$ cat src/rtl/time_set_ctrl.sv
`default_nettype none
// ============================================================================
// Module      : time_set_ctrl
// Description : Front-panel time-setting controller. Synchronises and
//               debounces the mode/inc buttons, runs RUN/SET_H/SET_M, edits
//               hours/minutes with auto-repeat, pulses load on exit and
//               drives the digit blink mask used while editing.
// Revision    : 1.0 - initial release
// ============================================================================
module time_set_ctrl #(
   parameter int DEBOUNCE_CYCLES = 1_000_000,
   parameter int REPEAT_CYCLES   = 12_500_000,
   parameter int BLINK_CYCLES    = 12_500_000
) (
   input  logic       clk,
   input  logic       rst,
   input  logic       btn_mode_n,
   input  logic       btn_inc_n,
   input  logic [5:0] cur_hours,
   input  logic [5:0] cur_minutes,
   output logic [5:0] set_hours,
   output logic [5:0] set_minutes,
   output logic       load,
   output logic       hold,
   output logic [5:0] blink_mask
);

   // One shared counter width, sized for the largest period plus a spare bit.
   localparam int MAX_AB     = (DEBOUNCE_CYCLES > REPEAT_CYCLES) ? DEBOUNCE_CYCLES : REPEAT_CYCLES;
   localparam int MAX_CYCLES = (MAX_AB > BLINK_CYCLES) ? MAX_AB : BLINK_CYCLES;
   localparam int CNT_W      = $clog2(MAX_CYCLES) + 1;

   localparam logic [CNT_W-1:0] DEB_LAST   = CNT_W'(DEBOUNCE_CYCLES - 1);
   localparam logic [CNT_W-1:0] REP_LAST   = CNT_W'(REPEAT_CYCLES - 1);
   localparam logic [CNT_W-1:0] BLINK_LAST = CNT_W'(BLINK_CYCLES - 1);

   localparam logic [1:0] ST_RUN   = 2'd0;
   localparam logic [1:0] ST_SET_H = 2'd1;
   localparam logic [1:0] ST_SET_M = 2'd2;

   localparam logic [5:0] MASK_HOURS   = 6'b110000;
   localparam logic [5:0] MASK_MINUTES = 6'b001100;

   // Button index 0 is mode, index 1 is inc; both converted to active-high.
   logic [1:0] btn_pressed;
   assign btn_pressed = {~btn_inc_n, ~btn_mode_n};

   for (genvar gi = 0; gi < 2; gi++) begin : g_btn
      logic             sync1_q, sync1_d;
      logic             sync2_q, sync2_d;
      logic             deb_q, deb_d;
      logic             press_q, press_d;
      logic [CNT_W-1:0] deb_cnt_q, deb_cnt_d;

      // Count consecutive samples disagreeing with the debounced level; flip on the last one.
      always_comb begin
         sync1_d   = btn_pressed[gi];
         sync2_d   = sync1_q;
         deb_d     = deb_q;
         press_d   = 1'b0;
         deb_cnt_d = '0;
         if (sync2_q != deb_q) begin
            if (deb_cnt_q == DEB_LAST) begin
               deb_d   = sync2_q;
               press_d = sync2_q;
            end else begin
               deb_cnt_d = deb_cnt_q + 1'b1;
            end
         end
      end

      // Synchroniser, debounced level and press-event registers.
      always_ff @(posedge clk) begin
         if (rst) begin
            sync1_q   <= 1'b0;
            sync2_q   <= 1'b0;
            deb_q     <= 1'b0;
            press_q   <= 1'b0;
            deb_cnt_q <= '0;
         end else begin
            sync1_q   <= sync1_d;
            sync2_q   <= sync2_d;
            deb_q     <= deb_d;
            press_q   <= press_d;
            deb_cnt_q <= deb_cnt_d;
         end
      end
   end

   logic mode_press;
   logic inc_press;
   logic inc_held;
   assign mode_press = g_btn[0].press_q;
   assign inc_press  = g_btn[1].press_q;
   assign inc_held   = g_btn[1].deb_q;

   logic [1:0]       state_q, state_d;
   logic [5:0]       set_hours_q, set_hours_d;
   logic [5:0]       set_minutes_q, set_minutes_d;
   logic             load_q, load_d;
   logic             hold_q, hold_d;
   logic [5:0]       blink_mask_q, blink_mask_d;
   logic             rep_q, rep_d;
   logic [CNT_W-1:0] rep_cnt_q, rep_cnt_d;
   logic             phase_q, phase_d;
   logic [CNT_W-1:0] blink_cnt_q, blink_cnt_d;
   logic             inc_evt;
   logic             state_chg;

   // Mode/edit state machine; a mode press always beats a same-cycle inc event.
   always_comb begin
      state_d       = state_q;
      set_hours_d   = set_hours_q;
      set_minutes_d = set_minutes_q;
      load_d        = 1'b0;
      inc_evt       = (state_q != ST_RUN) && (inc_press || rep_q) && !mode_press;
      case (state_q)
         ST_RUN: begin
            if (mode_press) begin
               state_d       = ST_SET_H;
               set_hours_d   = (cur_hours > 6'd23) ? 6'd0 : cur_hours;
               set_minutes_d = (cur_minutes > 6'd59) ? 6'd0 : cur_minutes;
            end
         end
         ST_SET_H: begin
            if (mode_press) begin
               state_d = ST_SET_M;
            end else if (inc_evt) begin
               set_hours_d = (set_hours_q == 6'd23) ? 6'd0 : set_hours_q + 6'd1;
            end
         end
         ST_SET_M: begin
            if (mode_press) begin
               state_d = ST_RUN;
               load_d  = 1'b1;
            end else if (inc_evt) begin
               set_minutes_d = (set_minutes_q == 6'd59) ? 6'd0 : set_minutes_q + 6'd1;
            end
         end
         default: begin
            state_d = ST_RUN;
         end
      endcase
      state_chg = (state_d != state_q);
   end

   // Auto-repeat timer, blink timer and registered output values.
   always_comb begin
      rep_d       = 1'b0;
      rep_cnt_d   = '0;
      phase_d     = 1'b0;
      blink_cnt_d = '0;
      hold_d      = (state_d != ST_RUN);
      if ((state_q != ST_RUN) && inc_held && !state_chg) begin
         if (rep_cnt_q == REP_LAST) begin
            rep_d = 1'b1;
         end else begin
            rep_cnt_d = rep_cnt_q + 1'b1;
         end
      end
      // Entering a set state or editing restarts the blink in the visible phase.
      if ((state_d != ST_RUN) && !state_chg && !inc_evt) begin
         if (blink_cnt_q == BLINK_LAST) begin
            phase_d = ~phase_q;
         end else begin
            phase_d     = phase_q;
            blink_cnt_d = blink_cnt_q + 1'b1;
         end
      end
      case (state_d)
         ST_SET_H: blink_mask_d = phase_d ? MASK_HOURS : 6'd0;
         ST_SET_M: blink_mask_d = phase_d ? MASK_MINUTES : 6'd0;
         default:  blink_mask_d = 6'd0;
      endcase
   end

   // Control and output registers.
   always_ff @(posedge clk) begin
      if (rst) begin
         state_q       <= ST_RUN;
         set_hours_q   <= 6'd0;
         set_minutes_q <= 6'd0;
         load_q        <= 1'b0;
         hold_q        <= 1'b0;
         blink_mask_q  <= 6'd0;
         rep_q         <= 1'b0;
         rep_cnt_q     <= '0;
         phase_q       <= 1'b0;
         blink_cnt_q   <= '0;
      end else begin
         state_q       <= state_d;
         set_hours_q   <= set_hours_d;
         set_minutes_q <= set_minutes_d;
         load_q        <= load_d;
         hold_q        <= hold_d;
         blink_mask_q  <= blink_mask_d;
         rep_q         <= rep_d;
         rep_cnt_q     <= rep_cnt_d;
         phase_q       <= phase_d;
         blink_cnt_q   <= blink_cnt_d;
      end
   end

   assign set_hours   = set_hours_q;
   assign set_minutes = set_minutes_q;
   assign load        = load_q;
   assign hold        = hold_q;
   assign blink_mask  = blink_mask_q;

endmodule
`default_nettype wire

$ cat config.mk
export PLATFORM = sky130hd
export DESIGN_NAME = time_set_ctrl
export DESIGN_NICKNAME = d
export VERILOG_FILES = /design/src/rtl/time_set_ctrl.sv
export SDC_FILE = /design/constraint.sdc
export NUM_CORES = 1
export LEC_CHECK = 0
export CAP_MARGIN = 0
export CELL_PAD_IN_SITES_DETAIL_PLACEMENT = 1
export CELL_PAD_IN_SITES_GLOBAL_PLACEMENT = 1
export CORE_UTILIZATION = 30
export CTS_BUF_LIST = sky130_fd_sc_hd__clkbuf_4
export CTS_CLUSTER_SIZE = 16
export DETAILED_ROUTE_END_ITERATION = 8
export PLACE_DENSITY = 0.58
export SETUP_SLACK_MARGIN = 0.2
export SLEW_MARGIN = 20
export SYNTH_ARGS = -nofsm -noshare
export SYNTH_HDL_FRONTEND = slang
export SYNTH_SLANG_ARGS = --single-unit
$ cat constraint.sdc
create_clock -name clk -period 2.7 [get_ports clk]
set_input_delay 0.54 -clock clk [delete_from_list [all_inputs] [get_ports clk]]
set_output_delay 0.54 -clock clk [all_outputs]
set_load 0.005 [all_outputs]
==> qor.txt <==
Final setup viols - 0
Yosys Warn Count - 0
synth cell count leaders - dfxtp_1, nor2_1, nand3_1
die footprint - 21300 sq um
via count - 5505
Slowest-stage cell, CP - or4_1
syn avg cell area - 8.65 sq um
CTS tree - done
DP Cell Count - 993
row cnt - 52
die width - 146 microns
Area after DPL - 6780 sq um
dpl hpwl - 11.8 mm
share of layout cells above drive strength 1 - 7.95%
layout net count - 767
num ports - 36
outcome - complete, no violations
fin. max-slew vios - 0
clock latency on the worst-skew pair - 0.52 ns
Initial Util - 30.7%
postcts setup bufs - 0
RSZ-0062 raised after global routing - no
Primary FF master, synth - dfxtp_1
fin area - 7070 sq um
period utilisation layout - 82.8%
clock slew at the register clock pins of the worst setup and hold paths - 0.11 ns
crit path launch type - flip-flop
crit path cell chain - and4_1 > nand4_1 > or4_1 > a211oi_1
clock sinks - 128
setup TNS - 0 ns
GP Congestion - 0.811
Critical Path AT - 2.68 ns
P&R area growth vs syn - 13.6%
Post-Syn Instances - 720
clk root buf - clkbuf_4
post-DR vias/cell - 5.37
Achievable Freq - 0.447 GHz
slew margin rel. - 48.7%
overall routing resource usage - 16.2%
Setup CP Type - flip-flop to flip-flop
Post-synth EDFFs - 0
# port buffers - 33
Tot Pwr - 3330 uW
Area contributors post-synth - dfxtp_1, xor2_1, nand3_1
largest net degree at the start of global routing - 29
WL/cell - 16.1 microns
cell family with most CP delay - simple AND/OR/NAND/NOR gates
number of DRC markers in iteration 0 - 179
Residual DRC - 0
cts bufs inserted - 17
first-pass GRT wire length - 28.1 mm
crit-path max FO - 16
grt total ovfl - 0
drt first pass iters - 4
Yosys top cell area share - 41.2%
Leak - 0.00209 uW
initial antenna violation count - 1
H-tree depth - 4
non-filler cells, final - 1026
die height - 146 microns
Synth async-reset ratio - 0%
Crit path required time - 3.14 ns
element type at the critical path end - flip-flop
DRT antenna net count - 0
Setup Skew - 0.0170 ns
clock buffer depth - 2
Yosys cell types - 56
Worst Path Buf+Inv - 0
core area - 20300 sq um
PwrDens - 471 nW/um^2
Final Hold Viols - 0
Tmin final - 2.23 ns
Synth area leader - dfxtp_1
Worst-Margin Slew - 0.770 ns
final WL - 16.5 mm
highest cell delay on the worst timing path - 0.67 ns
Max Cap Violations - 0
flops & latches, synth - 128
Cell Area, Synth - 6230 sq um
Peak VDD IR - 0.215 mV
HP Class - flip-flop to flip-flop
most frequent cell after synthesis - dfxtp_1
post-synthesis sequential area ratio - 41.2%
vias in the first global route - 5650
-- power breakdown --
group	leakage [uW]	internal (uW)	total (uW)	switching (uW)
Sequential	0.00103	1890	1890	2.18
Combinational	0.000904	31.0	64.4	33.4
Clock	0.000155	648	1370	726
-- area by class of cell --
class                      count  area [sq um]
timing repair buffer          43           405
tap                          270           338
fill                        2418         13200
clock inverter                13           145
inverter                      17          63.8
multi-input combinational    535          3410
antenna                        1          2.50
clock buffer                  19           143
sequential                   128          2570
-- routing by layer --
metal  up-vias  routed length, microns  global-route usage (%)
li1       2748                       -                       -
met1      2692                    8120                    20.9
met2        53                    7850                    26.7
met3        12                     422                    4.00
met4         0                     127                    4.53
met5         -                       0                       0
-- logic make-up (layout without fill, tap and decap cells) --
family / count (synthesis) / count (layout) / share of synthesized area, %
AOI/OAI and AO/OA: 143 / 143 / 15.6
xor gates and xnor gates: 50 / 50 / 7.03
adders and majority gates: 10 / 10 / 1.99
buffers and inverters: 58 / 92 / 4.18
DFF: 128 / 128 / 41.2
muxes: 2 / 2 / 0.342
other: 1 / 3 / 0.0602
and+or+nand+nor: 328 / 328 / 29.6
-- path summary, 6_finish.rpt --
kind	cells after the start	from	endpoint	slack, ns
setup reg to reg	4	blink_cnt_q[6]$_SDFF_PP0_	blink_cnt_q[24]$_SDFF_PP0_	0.47
hold / removal	1	rep_cnt_q[0]$_SDFF_PP0_	rep_cnt_q[0]$_SDFF_PP0_	0.44
setup / recovery	4	blink_cnt_q[6]$_SDFF_PP0_	blink_cnt_q[24]$_SDFF_PP0_	0.47
hold reg to reg	1	rep_cnt_q[0]$_SDFF_PP0_	rep_cnt_q[0]$_SDFF_PP0_	0.44
-- worst register-to-register path: stages, from the launching register on --
cell      delay (ns)
dfxtp_1         0.44
and4_1          0.32
nand4_1         0.49
or4_1           0.67
a211oi_1        0.24
-- registers in the layout, indices dropped and copies added (netlist names) --
register,cells
load,1
state_q,2
g_btn.sync1_q,2
g_btn.sync2_q,2
g_btn.press_q,2
set_hours,6
blink_cnt_q,25
set_minutes,6
g_btn.deb_cnt_q,50
rep_cnt_q,25
phase_q,1
g_btn.deb_q,2
hold,1
rep_q,1
blink_mask,2
-- metrics by stage --
step | setup WS [ns] | util, % | hold WS [ns]
2_1_floorplan | 0.351 | - | 0.413
3_3_place_gp | 0.485 | 33.4 | 0.421
3_5_place_dp | 0.355 | 33.4 | 0.434
4_1_cts | 0.272 | 34.8 | 0.451
5_1_grt | 0.271 | 34.8 | 0.478
6_report | 0.465 | 34.8 | 0.443
-- cell usage in the layout, fill, tap and decap left out, types with 3 or more instances in the layout --
cell,netlist,routed
nor4b_1,6,6
clkbuf_4,0,19
or4_1,29,29
nand2_1,44,44
clkinv_2,0,4
and3_1,15,15
a211oi_1,17,17
nand2b_1,3,3
o31ai_1,28,28
clkdlybuf4s50_1,0,33
dfxtp_1,128,127
xor2_1,39,39
bufinv_16,0,3
o21ai_0,21,21
nor4_1,11,11
nor3b_1,4,4
a31oi_1,3,3
clkinv_1,0,3
nor2_1,53,53
nor3_1,20,20
nor2b_1,7,7
xnor2_1,11,11
a21oi_1,43,43
nand4_1,34,34
or3_1,17,17
a211oi_2,7,7
ha_1,9,9
buf_4,4,10
o32ai_1,4,4
and2_1,8,8
and4_1,18,18
nand3_1,51,51
inv_1,17,17
-- repair_timing --
action	4_1_cts	5_1_grt
setup endpoints to repair	0	28
gates resized for setup	0	2
hold buffers	0	0
Power figures use the tool's default switching activity.
